File: src/rtl/pipe_latch.sv
// Pipeline latch between two stages: a main register M that always drives the
// outputs, plus an optional skid register S so in_ready can be a pure flop.
module pipe_latch #(
   parameter int                DATA_W   = 160,
   parameter int                CTRL_W   = 16,
   parameter logic [CTRL_W-1:0] NOP_CTRL = '0,
   parameter int                SKID     = 1
) (
   input  logic              clk,
   input  logic              reset,
   input  logic              flush,
   input  logic              in_valid,
   output logic              in_ready,
   input  logic [DATA_W-1:0] in_data,
   input  logic [CTRL_W-1:0] in_ctrl,
   output logic              out_valid,
   input  logic              out_ready,
   output logic [DATA_W-1:0] out_data,
   output logic [CTRL_W-1:0] out_ctrl,
   output logic [1:0]        occupancy,
   output logic [15:0]       stall_cycles
);

   logic              r_m_valid, r_s_valid, r_in_ready;
   logic [DATA_W-1:0] r_m_data, r_s_data;
   logic [CTRL_W-1:0] r_m_ctrl, r_s_ctrl;
   logic [1:0]        r_occupancy;
   logic [15:0]       r_stall;

   logic              w_m_valid_nxt, w_s_valid_nxt;
   logic [DATA_W-1:0] w_m_data_nxt, w_s_data_nxt;
   logic [CTRL_W-1:0] w_m_ctrl_nxt, w_s_ctrl_nxt;
   logic              w_accept, w_m_free, w_stall;

   assign in_ready  = (SKID != 0) ? r_in_ready : (out_ready | ~r_m_valid);
   assign w_accept  = in_valid & in_ready;
   assign w_m_free  = ~r_m_valid | out_ready;
   assign w_stall   = r_m_valid & ~out_ready;

   always_comb begin
      w_m_valid_nxt = r_m_valid;
      w_m_data_nxt  = r_m_data;
      w_m_ctrl_nxt  = r_m_ctrl;
      w_s_valid_nxt = r_s_valid;
      w_s_data_nxt  = r_s_data;
      w_s_ctrl_nxt  = r_s_ctrl;
      if (flush) begin
         w_m_valid_nxt = 1'b0;
         w_m_data_nxt  = '0;
         w_m_ctrl_nxt  = NOP_CTRL;
         w_s_valid_nxt = 1'b0;
         w_s_data_nxt  = '0;
         w_s_ctrl_nxt  = NOP_CTRL;
      end else if (SKID != 0) begin
         if (w_m_free) begin
            if (r_s_valid) begin
               // S is older than anything arriving now, so it moves up first
               w_m_valid_nxt = 1'b1;
               w_m_data_nxt  = r_s_data;
               w_m_ctrl_nxt  = r_s_ctrl;
               w_s_valid_nxt = w_accept;
               if (w_accept) begin
                  w_s_data_nxt = in_data;
                  w_s_ctrl_nxt = in_ctrl;
               end
            end else if (w_accept) begin
               w_m_valid_nxt = 1'b1;
               w_m_data_nxt  = in_data;
               w_m_ctrl_nxt  = in_ctrl;
            end else begin
               w_m_valid_nxt = 1'b0;
            end
         end else if (w_accept) begin
            w_s_valid_nxt = 1'b1;
            w_s_data_nxt  = in_data;
            w_s_ctrl_nxt  = in_ctrl;
         end
      end else begin
         if (w_accept) begin
            w_m_valid_nxt = 1'b1;
            w_m_data_nxt  = in_data;
            w_m_ctrl_nxt  = in_ctrl;
         end else if (w_m_free) begin
            w_m_valid_nxt = 1'b0;
         end
      end
   end

   always_ff @(posedge clk or negedge reset) begin
      if (!reset) begin
         r_m_valid   <= 1'b0;
         r_m_data    <= '0;
         r_m_ctrl    <= NOP_CTRL;
         r_s_valid   <= 1'b0;
         r_s_data    <= '0;
         r_s_ctrl    <= NOP_CTRL;
         r_in_ready  <= 1'b1;
         r_occupancy <= 2'd0;
         r_stall     <= 16'd0;
      end else begin
         r_m_valid   <= w_m_valid_nxt;
         r_m_data    <= w_m_data_nxt;
         r_m_ctrl    <= w_m_ctrl_nxt;
         r_s_valid   <= w_s_valid_nxt;
         r_s_data    <= w_s_data_nxt;
         r_s_ctrl    <= w_s_ctrl_nxt;
         r_in_ready  <= ~w_s_valid_nxt;
         r_occupancy <= {1'b0, w_m_valid_nxt} + {1'b0, w_s_valid_nxt};
         if (w_stall && (r_stall != 16'hFFFF))
            r_stall <= r_stall + 16'd1;
      end
   end

   assign out_valid    = r_m_valid;
   assign out_data     = r_m_data;
   assign out_ctrl     = r_m_valid ? r_m_ctrl : NOP_CTRL;
   assign occupancy    = r_occupancy;
   assign stall_cycles = r_stall;

endmodule
File: config.mk
export PLATFORM = sky130hd
export DESIGN_NAME = pipe_latch
export DESIGN_NICKNAME = d
export VERILOG_FILES = /design/src/rtl/pipe_latch.sv
export SDC_FILE = /design/constraint.sdc
export NUM_CORES = 1
export LEC_CHECK = 0
export CAP_MARGIN = 20
export CORE_MARGIN = 5
export CORE_UTILIZATION = 45
export DETAILED_ROUTE_END_ITERATION = 7
export PLACE_DENSITY = 0.83
export SLEW_MARGIN = 20
export SYNTH_ARGS = -nofsm -noshare
export SYNTH_HDL_FRONTEND = slang
export SYNTH_SLANG_ARGS = --single-unit
File: constraint.sdc
create_clock -name clk -period 1.8 [get_ports clk]
set_input_delay 0.18 -clock clk [delete_from_list [all_inputs] [get_ports clk]]
set_output_delay 0.18 -clock clk [all_outputs]
set_load 0.02 [all_outputs]
# After elaboration in Yosys (flattened, before gate mapping)
# Index checks and enable logic that the tools add are counted.
# word_totals
out_inout_bits	196
word_cells	48
ff_bits	373
input_bits	181
# classes
eq_ne	2
n_addsub	2
n_reduce_logical	4
bitwise_logic	6
mux	25
# op_table
operator	count
160-bit 2-to-1 mux	8
16-bit 2-to-1 mux	9
16-bit by 1-bit adder with 16-bit output (second input constant)	1
16-bit != test (second input constant)	1
1-bit 2-to-1 mux	8
3-bit != test (second input constant)	1
1-bit inverter	3
3-bit nonzero test	1
1-bit by 1-bit adder with 2-bit output	1
1-bit bitwise AND	2
2-bit AND reduction	1
2-bit nonzero test	1
1-bit logical AND	1
1-bit OR	1

# Longest topological paths before layout
# Gate-level depths: netlist of run 1.
# depth
word_depth	6
depth_mapped	8
ltp_nobuf	5

# Worst setup path after synthesis of run 1
# No wires, ideal clock.
# synth_path
path_kind	reg2reg
startpoint	register r_stall[0], in the netlist stall_cycles[0]
endpoint	register r_stall[8], in the netlist stall_cycles[8]
path_slack_ns	0.061
arrival_time_ns	1.605
path_stages_with_launch	6
t_required_ns	1.665
setup_ns	0.135
path_buffers	0
synth_period_minus_slack_ns	1.739
cell_sequence	dfrtp_1 > ha_1 > nand3_2 > or2_4 > or3_1 > xnor2_1
# synth_between
elab_chain_len	2
elab_cells_between_ends	3
cone_classes	1 x add/sub; 1 x eq/ne; 1 x reduce/logical
# synth_rtl
element	line	source
start: declaration	28	logic [15:0] r_stall;
start signal: assignment	110	r_stall <= r_stall + 16'd1;
branches (longest 2 deep; another with 16-bit by 1-bit adder with 16-bit output)	n/a	
# Several ways; the timed one is not identified.
# A chain may end at the register's enable or synchronous reset.

# Worst setup path after layout of run 1
# layout_path
startpoint	register r_m_data[107], in the netlist out_data[107]
endpoint	output port out_data[107]
# layout_lines
element	line	source
start: declaration	25	logic [DATA_W-1:0] r_m_data, r_s_data;
start signal: assignment	102	r_m_data <= w_m_data_nxt;
end: declaration	18	output logic [DATA_W-1:0] out_data,
# No word-level cell between the ends.

==> results of run 1 <==
==> layer usage <==
| metal | wire, um | part of all wire, % | vias up | GRT usage [%] |
|---|---|---|---|---|
| met2 | 24660 | 50 | 434 | 37.99 |
| met4 | 2018 | 4.1 | 4 | 8.973 |
| met1 | 19670 | 40 | 6973 | 28.88 |
| met3 | 3141 | 6.3 | 136 | 5.018 |
| li1 | - | - | 6496 | - |
| met5 | 21 | 0.042 | - | 0 |
==> timing repair <==
item                                    4_1_cts  5_1_grt
endpoints found under the setup margin       29       90
pin swaps                                     0        1
hold buffers                                  1        0
buffers inserted                              0        6
endpoints found under the hold margin       103        0
gates cloned                                  0        3
resized for setup                            46       33
==> through the flow <==
step	utilization [%]	worst slack (ps)	instance area, um2	hold WS [ps]	instances
3_3_place_gp	58.86	-66.54	22120	142.1	2515
5_1_grt	62.69	-10.30	23560	78.34	2599
6_report	62.69	38.84	23560	88.72	2599
3_5_place_dp	58.86	-156.5	22120	146.8	2515
2_1_floorplan	-	60.55	17060	-115.6	1656
4_1_cts	62.34	0.7981	23430	58.20	2590
==> placed cells by master (no fill, tap or decap), types with 16 or more instances in the layout <==
cell and n:
sky130_fd_sc_hd__and2_1 16, sky130_fd_sc_hd__a21oi_1 182, sky130_fd_sc_hd__mux2i_1 176, sky130_fd_sc_hd__buf_4 78, sky130_fd_sc_hd__clkbuf_1 17, sky130_fd_sc_hd__clkbuf_16 44
sky130_fd_sc_hd__a211oi_2 95, sky130_fd_sc_hd__buf_12 37, sky130_fd_sc_hd__nor2_1 181, sky130_fd_sc_hd__a211oi_1 82, sky130_fd_sc_hd__nand2_1 357, sky130_fd_sc_hd__dfrtp_1 370
sky130_fd_sc_hd__clkdlybuf4s50_1 340
==> cell families (layout without fill, tap and decap cells) <==
group | count (synthesis) | after routing
multiplexers | 177 | 177
XOR/XNOR | 10 | 10
adder cells (fa/ha/maj) | 1 | 1
AND/OR/NAND/NOR | 584 | 584
flip-flops | 373 | 373
AO/OA/AOI/OAI | 370 | 370
buffers and inverters | 141 | 573
==> how the worst min path moves through the flow <==
stage | to | slack, ps | cells after the start
after global routing | r_s_data[134]$_DFFE_PN0P_ | 80 | 2
after CTS | r_s_data[134]$_DFFE_PN0P_ | 60 | 2
after floorplan | occupancy[0]$_DFF_PN0_ | -120 | 0
after detailed placement | r_s_data[130]$_DFFE_PN0P_ | 150 | 1
final | r_s_data[122]$_DFFE_PN0P_ | 90 | 2
after global placement | r_s_data[130]$_DFFE_PN0P_ | 140 | 1
==> power by group through the flow <==
stage / Clock, mW / Sequential [mW] / Combinational [mW]
finish: 8.27 / 9.33 / 4.24
global route: 8.77 / 9.38 / 4.56
CTS: 8.40 / 9.32 / 4.19
detailed placement: 0 / 9.46 / 4.19
global placement: 0 / 9.44 / 4.08
floorplan: 0 / 9.85 / 1.56
==> cells in the mapped netlist (all sizes together) <==
master,number,area (um2)
o21ai,1,5.000
mux2,1,15.01
nand2,358,1344
and2b,1,10.01
dfrtp,372,9309
buf,93,531.8
clkbuf,47,176.4
nor2b,1,6.260
nor4b,1,8.760
mux2i,176,1762
dfstp,1,26.28
nor2,182,685.7
a21o,2,15.01
nand2b,1,6.260
a41oi,2,17.52
nor3b,1,7.510
nand3,6,47.55
nor4,5,65.07
nor3,4,20.02
and2,16,100.1
ha,1,12.51
xor2,9,78.83
xnor2,1,8.760
a211oi,177,1759
o21a,1,7.510
or3,1,6.260
and3,2,12.51
or2,2,15.02
inv,1,3.750
a21oi,184,928.4
a31oi,3,18.77
nand4,3,48.80
==> state kept, by name, summed over array words and instances (netlist names) <==
name and cells:
occupancy 2, stall_cycles 16, out_data 160, r_m_ctrl 16
out_valid 1, r_s_ctrl 16, r_s_data 160, in_ready 1
r_s_valid 1
==> final cells by class <==
| type | count | area share (%) |
|---|---|---|
| clock buffer | 64 | 4.977 |
| clock inverter | 10 | 0.5789 |
| inverter | 1 | 0.01593 |
| multi-input combinational | 1142 | 30.06 |
| sequential | 373 | 39.65 |
| tap | 511 | 2.714 |
| timing repair buffer | 498 | 22.00 |
==> impl_metrics.toml, run 1 <==
[status]
outcome = "complete, no violations"

[synth]
share_of_synthesized_cell_area_in_full_adder_half_adder_and_majority_cells_pct = 0.07335
synth.area.mux_share_pct = 10.42
synth_area_per_cell_um2 = 10.30
yosys.area_share.xor_xnor_pct = 0.5134
synth.yosys.warnings = 0
synthSimpleGateAreaFrac_pct = 13.97
synth.yosys.seq_area_share_pct = 54.72
yosysUniqueCellTypes = 43
flops_latches_synth = 373
synth.cell_area_um2 = 17060
complex_gate_fraction_of_the_synthesized_area_pct = 16.13
postSynthNetCount = 1838
synth_cells = 1656
dominant_combinational_cell_family_by_area_after_synthesis = "compound AO/OA/AOI/OAI gates"

[routing]
postRouteAntennaNets = 0
drt_pre_antenna_iters = 5
postRouteWirelength_um = 49520
post-route-drc-count = 0
viasPerCell = 5.403
detail_route.iter0.violations = 965
vias = 14040
route.detailed.wl_per_inst_um = 19.05

[cells_and_area]
num-fill-cells = 2883
seqCellArea_um2 = 9340
area.growth.synth_to_final_pct = 38.10
antennaDiodeCount = 0
final_net_count = 2238
multi_input_area_um2 = 7082
drive_gt1_share_pct = 14.85

[pwr]
power.leakage_nw = 9.708
switching_share_pct = 27.58
ir_drop_mv = 0.9152
share_comb_of_total_power_pct = 19.4
power.sequential.fraction_pct = 42.7
power_density_nw_per_um2 = 926.7
p_int_mw = 15.81
fin_total_pwr_mw = 21.83
power.clock.fraction_pct = 37.9
reported_net_switching_power_mw = 6.021

[die]
fp.dieArea_um2 = 41900
core_um2 = 37580
dieHeight_um = 204.7
row_count = 71
floorplan.initialDensity_pct = 45.40
design.portCount = 377
dieWidth_um = 204.7

[placed_design]
gpl.final_weighted_congestion = 0.8474
place.port_buffers = 376
hpwlAfterDp_um = 34370

[setup_path]
arrival_time_at_the_worst_endpoint_ps = 1580
cp_num_cells = 1
r2r.worst_path.cells = 7
worst-path-max-fanout = 2
crit_path_start = "out_data[107]$_DFFE_PN0P_"
cp_cell_sequence = "clkdlybuf4s50_1"
critPathRequiredTime_ps = 1620
worstSetupPathType = "reg2out"
cpMaxStageDelayCell = "sky130_fd_sc_hd__clkdlybuf4s50_1"
cp-end-kind = "primary output"
regToRegStartpoint = "in_ready$_DFF_PN1_"
ff2ff_setup_slack_ps = 90
setup.worst_path.start_class = "register"
endpoint = "out_data[107]"
reg2reg_to = "out_data[144]$_DFFE_PN0P_"
cp_slowest_stage_delay_ps = 680
worst_path_dominant_cell_family = "buffers and inverters"
worstPathBufferInverterCount = 1

[global_routing]
grt_start_max_net_pins = 70
groute.usage.overall_pct = 22.70
grt_antenna_before_repair = 2
globalRoute.totalOverflow = 0
grt_first_pass_wirelength_um = 77780
grt_pass1_vias = 14660

[sta]
fin_crit_ps = 1761
finalClockSkew_ps = 17.60
fin_tns_setup_ps = 0
max_slew_violation_total_from_the_final_report = 0
report.final.hold_viol_count = 0
setup_viol = 0
slew-limit-headroom_pct = 63.01
max_slew.worst_pin.slew_ps = 554.9
final.period_utilization_pct = 97.84
timing.fmax_mhz = 567.8

[clock_tree]
clk_pin_slew_worst_paths_ps = 60
clk-insertion-delay-late_ps = 540
clock_tree.buffer_depth = 3
cts-htree-levels = 2
cts-buffers-inserted = 40
tritoncts = "built"
cts.sink_count = 373
cts_root_buffer = "sky130_fd_sc_hd__clkbuf_16"

[hold_path]
hold_path.class = "in2reg"
min-delay-start = "flush"

[job]
max_cap_viol_count = 0
No activity file was read; power rests on OpenSTA's default activity.
==> run 2, diff against run 1 <==
--- a/config.mk
+++ b/config.mk
@@ -9,7 +9,7 @@
 export CORE_MARGIN = 5
 export CORE_UTILIZATION = 45
 export DETAILED_ROUTE_END_ITERATION = 7
-export PLACE_DENSITY = 0.83
+export PLACE_DENSITY = 0.72
 export SLEW_MARGIN = 20
 export SYNTH_ARGS = -nofsm -noshare
 export SYNTH_HDL_FRONTEND = slang
==> constraint.sdc (replaced) <==
create_clock -name clk -period 1.9 [get_ports clk]
set_input_delay 0.19 -clock clk [delete_from_list [all_inputs] [get_ports clk]]
set_output_delay 0.19 -clock clk [all_outputs]
set_load 0.02 [all_outputs]
==> run 2 against run 1 <==
- hold slack better by 11 ps
- setup slack better by 22 ps
- sequential share of layout area up 0.69 points
- non-clock buffer count down 47
- first-iteration DRC count down 13%
- final cell count down 1.8%
- clock skew down 3.5 ps
==> impl_metrics.toml, run 2 (synthesis results as in run 1) <==
[setup_path]
arrival_time_at_the_worst_endpoint_ps = 1650
cp_cell_sequence = "clkdlybuf4s50_1"
cpMaxStageDelayCell = "sky130_fd_sc_hd__clkdlybuf4s50_1"
cp_num_cells = 1
r2r.worst_path.cells = 6
worstSetupPathType = "reg2out"
worstPathBufferInverterCount = 1
setup.worst_path.start_class = "register"
worst_path_dominant_cell_family = "buffers and inverters"
worst-path-max-fanout = 5
cp_slowest_stage_delay_ps = 670
critPathRequiredTime_ps = 1710
cp-end-kind = "primary output"

[placed_design]
gpl.final_weighted_congestion = 0.7838
hpwlAfterDp_um = 32750
placed_cells_incl_taps = 2477
dp_worst_setup_slack_ps = -78.15
place.port_buffers = 376

[pwr]
p_int_mw = 15.31
ir_drop_mv = 0.6572
share_comb_of_total_power_pct = 18.3
switching_share_pct = 26.85
reported_net_switching_power_mw = 5.620
fin_total_pwr_mw = 20.93
power.clock.fraction_pct = 39.5
power_density_nw_per_um2 = 903.8
power.leakage_nw = 9.423
power.sequential.fraction_pct = 42.2

[die]
floorplan.initialDensity_pct = 45.40
core_um2 = 37580
design.portCount = 377
dieHeight_um = 204.7
fp.dieArea_um2 = 41900
dieWidth_um = 204.7
row_count = 71

[job]
max_cap_viol_count = 0

[sta]
max_slew_violation_total_from_the_final_report = 0
final.period_utilization_pct = 96.82
max_slew.worst_pin.slew_ps = 533.7
grt_setup_unrepaired = "no"
finalClockSkew_ps = 14.07
setup_viol = 0
fin_crit_ps = 1839
setup_ws_ps = 60.50
report.final.hold_viol_count = 0
timing.fmax_mhz = 543.6
slew-limit-headroom_pct = 64.42

[clock_tree]
clk-insertion-delay-late_ps = 530
clk_pin_slew_worst_paths_ps = 60
cts.sink_count = 373
clock_tree.buffer_depth = 3
cts-htree-levels = 2
cts-buffers-inserted = 41
tritoncts = "built"
cts_root_buffer = "sky130_fd_sc_hd__clkbuf_16"
post-cts-setup-buffer-count = 0

[routing]
detail_route.iter0.violations = 841
postRouteWirelength_um = 47840
vias = 13590
postRouteAntennaNets = 0
drt_pre_antenna_iters = 5
route.detailed.wl_per_inst_um = 18.74
viasPerCell = 5.324
post-route-drc-count = 0

[cells_and_area]
most_common_cell_after_layout_fill_and_taps_aside = "sky130_fd_sc_hd__dfrtp_1"
drive_gt1_share_pct = 12.71
area.growth.synth_to_final_pct = 35.73
final_net_count = 2192
finalNonFillerCells = 2553
most-common-layout-cells = "370 x sky130_fd_sc_hd__dfrtp_1, 358 x sky130_fd_sc_hd__nand2_1, 351 x sky130_fd_sc_hd__clkdlybuf4s50_1"

[hold_path]
min_delay_path_depth = 2
hold_path.class = "in2reg"

[global_routing]
grt_first_pass_wirelength_um = 77130
globalRoute.totalOverflow = 0
groute.usage.overall_pct = 22.60
grt_pass1_vias = 14160
grt_start_max_net_pins = 66
grt_antenna_before_repair = 4

[status]
outcome = "complete, no violations"
[run 2: path summary, 6_finish.rpt]
path                                        startpoint                     endpoint  slack, ps
min reg2reg                stall_cycles[0]$_DFFE_PN0P_  stall_cycles[0]$_DFFE_PN0P_        520
max reg2reg                         in_ready$_DFF_PN1_    out_data[149]$_DFFE_PN0P_        150
min                                              flush      r_s_data[1]$_DFFE_PN0P_        100
max in group asynchronous                        reset           in_ready$_DFF_PN1_        920
min in group asynchronous                        reset     out_data[92]$_DFFE_PN0P_        220
max                        stall_cycles[6]$_DFFE_PN0P_              stall_cycles[6]         60
[run 2: repair_timing]
action,CTS,global route
endpoints found under the setup margin,22,16
endpoints found under the hold margin,46,0
resized for setup,28,22
hold buffers,1,0
[run 2: through the flow]
| stage | setup TNS [ps] | area (um2) | util, % | hold slack [ps] |
|---|---|---|---|---|
| floorplan | 0 | 17060 | - | -105.6 |
| global placement | -83.85 | 21760 | 57.90 | 187.9 |
| detailed placement | -1555 | 21760 | 57.90 | 184.2 |
| CTS | 0 | 23170 | 61.67 | 81.75 |
| global route | 0 | 23150 | 61.60 | 93.73 |
| finish | 0 | 23150 | 61.62 | 99.52 |
[run 2: power by group through the flow]
stage | Clock [mW] | Combinational, mW | Sequential, mW
after floorplan | 0 | 1.48 | 9.33
after global placement | 0 | 3.81 | 8.95
after detailed placement | 0 | 3.88 | 8.96
after CTS | 8.47 | 3.87 | 8.83
after global routing | 8.82 | 4.14 | 8.89
final | 8.27 | 3.83 | 8.83
[run 2: area by class of cell]
| cell class | instances | area (um2) |
|---|---|---|
| Tap cell | 511 | 639.4 |
| Inverter | 1 | 3.754 |
| Multi-Input combinational cell | 1142 | 7034 |
| Clock buffer | 59 | 1256 |
| Fill cell | 3088 | 14420 |
| Timing Repair Buffer | 451 | 4703 |
| Antenna cell | 4 | 10.01 |
| Clock inverter | 12 | 166.4 |
| Sequential cell | 373 | 9340 |
[run 2: routing by layer]
layer | track usage (%) | up-vias | part of all wire (%)
li1 | - | 6398 | -
met1 | 30.43 | 6732 | 43
met2 | 37.39 | 373 | 49
met3 | 4.417 | 88 | 5.6
met4 | 6.772 | 0 | 2.9
met5 | 0 | - | 0
==> run 3, diff against run 2 <==
--- a/config.mk
+++ b/config.mk
@@ -8,7 +8,9 @@
 export CAP_MARGIN = 20
 export CORE_MARGIN = 5
 export CORE_UTILIZATION = 45
+export CTS_CLUSTER_SIZE = 25
 export DETAILED_ROUTE_END_ITERATION = 7
+export HOLD_SLACK_MARGIN = 0.06
 export PLACE_DENSITY = 0.72
 export SLEW_MARGIN = 20
 export SYNTH_ARGS = -nofsm -noshare
==> run 3 against run 2 <==
- setup slack improved by 1.8 ps
- sequential cell count unchanged
- largest cell class unchanged
- core utilization decreased by 0.090 points
- first-iteration DRC count increased by 1.2%
- cell area decreased by 0.15%
- combinational power about the same
- largest power group unchanged
- register-to-register slack about the same
- critical path type unchanged
- sequential power about the same
- routed wire length about the same
==> impl_metrics.toml, run 3 (synthesis results as in run 1) <==
[cells_and_area]
num-fill-cells = 3090
most-common-layout-cells = "370 x sky130_fd_sc_hd__dfrtp_1, 358 x sky130_fd_sc_hd__nand2_1, 351 x sky130_fd_sc_hd__clkdlybuf4s50_1"
finalNonFillerCells = 2553
final_net_count = 2192
area.growth.synth_to_final_pct = 35.53
drive_gt1_share_pct = 12.71
seqCellArea_um2 = 9340
final_cell_area_um2 = 23120
most_common_cell_after_layout_fill_and_taps_aside = "sky130_fd_sc_hd__dfrtp_1"
multi_input_area_um2 = 7034

[sta]
report.final.hold_viol_count = 0
max_slew.worst_pin.slew_ps = 536.1
fin_tns_setup_ps = 0
setup_ws_ps = 62.30
setup_viol = 0
max_slew_violation_total_from_the_final_report = 0
fin_crit_ps = 1838
final.period_utilization_pct = 96.72
grt_setup_unrepaired = "no"
finalClockSkew_ps = 13.42
slew-limit-headroom_pct = 64.26
timing.fmax_mhz = 544.2
fin_worst_hold_slack_ps = 93.71

[clock_tree]
cts.sink_count = 373
tritoncts = "built"
clk_pin_slew_worst_paths_ps = 60
cts_root_buffer = "sky130_fd_sc_hd__clkbuf_16"
cts-buffers-inserted = 41
clock_tree.buffer_depth = 3
cts-htree-levels = 2
clk-insertion-delay-late_ps = 530

[pwr]
power.leakage_nw = 9.409
power_density_nw_per_um2 = 897.5
ir_drop_mv = 0.6508

[placed_design]
dp_worst_setup_slack_ps = -78.15
postPlaceCellArea_um2 = 21760
hpwlAfterDp_um = 32750
placed_cells_incl_taps = 2477
place.port_buffers = 376
gpl.final_weighted_congestion = 0.7838

[die]
dieHeight_um = 204.7
floorplan.initialDensity_pct = 45.40
fp.dieArea_um2 = 41900
dieWidth_um = 204.7
core_um2 = 37580
row_count = 71
design.portCount = 377

[routing]
detail_route.iter0.violations = 851
drt_pre_antenna_iters = 5
postRouteWirelength_um = 47820
viasPerCell = 5.318
vias = 13580
post-route-drc-count = 0
route.detailed.wl_per_inst_um = 18.73
postRouteAntennaNets = 0

[global_routing]
grt.busiest_layer = "met2"
global_route_met2_utilization_pct = 37.43
grt_start_max_net_pins = 66
global_route.usage.met3_pct = 4.401
grt_util_met1_pct = 30.39
grt_pass1_vias = 14150
grt_first_pass_wirelength_um = 77140
grt_antenna_before_repair = 4
groute.usage.overall_pct = 22.60
globalRoute.totalOverflow = 0

[hold_path]
min-delay-start = "flush"
hold_path.class = "in2reg"

[setup_path]
crit_path_start = "stall_cycles[6]$_DFFE_PN0P_"
regToRegStartpoint = "in_ready$_DFF_PN1_"
critPathRequiredTime_ps = 1710
cp_slowest_stage_delay_ps = 670
cp_cell_sequence = "clkdlybuf4s50_1"
cp-end-kind = "primary output"
worst-path-max-fanout = 5
arrival_time_at_the_worst_endpoint_ps = 1650
worstPathBufferInverterCount = 1
worst_path_dominant_cell_family = "buffers and inverters"
worstSetupPathType = "reg2out"
cpMaxStageDelayCell = "sky130_fd_sc_hd__clkdlybuf4s50_1"
setup.worst_path.start_class = "register"

[status]
outcome = "complete, no violations"

[job]
max_cap_viol_count = 0
## run 3: cell types whose count changed in the layout (fill, tap and decap cells not counted), sizes merged
cell	before	now
bufinv	4	3
clkinv	6	8
clkbuf	69	68
## run 3: worst paths after layout
path	to	slack (ps)	cells after the start
setup / recovery	stall_cycles[6]	60	1
hold / removal	r_s_data[102]$_DFFE_PN0P_	90	2
setup reg to reg	out_data[149]$_DFFE_PN0P_	140	6
hold reg to reg	r_s_data[159]$_DFFE_PN0P_	520	2
max in group asynchronous	in_ready$_DFF_PN1_	910	3
min in group asynchronous	out_data[92]$_DFFE_PN0P_	220	2
## run 3: cell type report
cell class | instances | area share, %
diodes | 4 | 0.04329
repair buffers | 451 | 20.34
multi-input cells | 1142 | 30.43
inverters | 1 | 0.01624
clock buffers | 58 | 5.374
clock inverters | 13 | 0.6332
flip-flops and latches | 373 | 40.40
well taps | 511 | 2.765
## run 3: through the flow
step	total power, mW	utilization, %
floorplan	10.81	-
CTS	20.99	61.58
detailed placement	12.84	57.90
global placement	12.75	57.90
finish	20.75	61.53
global route	21.68	61.51
## run 3: repair_timing
action	in CTS	in global routing
hold buffers	1	0
setup endpoints to repair	22	16
resized for setup	28	22
hold endpoints to repair	206	0
buffers inserted	0	0
## run 3: routing by layer
| metal | up-vias | wire, um |
|---|---|---|
| met2 | 342 | 23380 |
| li1 | 6390 | - |
| met1 | 6753 | 20450 |
| met4 | 0 | 1415 |
| met5 | - | 0 |
| met3 | 91 | 2571 |
## run 3: report_power, final
group          internal (mW)  switching [mW]
clock network           4.94            3.15
registers               8.46           0.367
logic                   1.73            2.10
total                   15.1            5.62
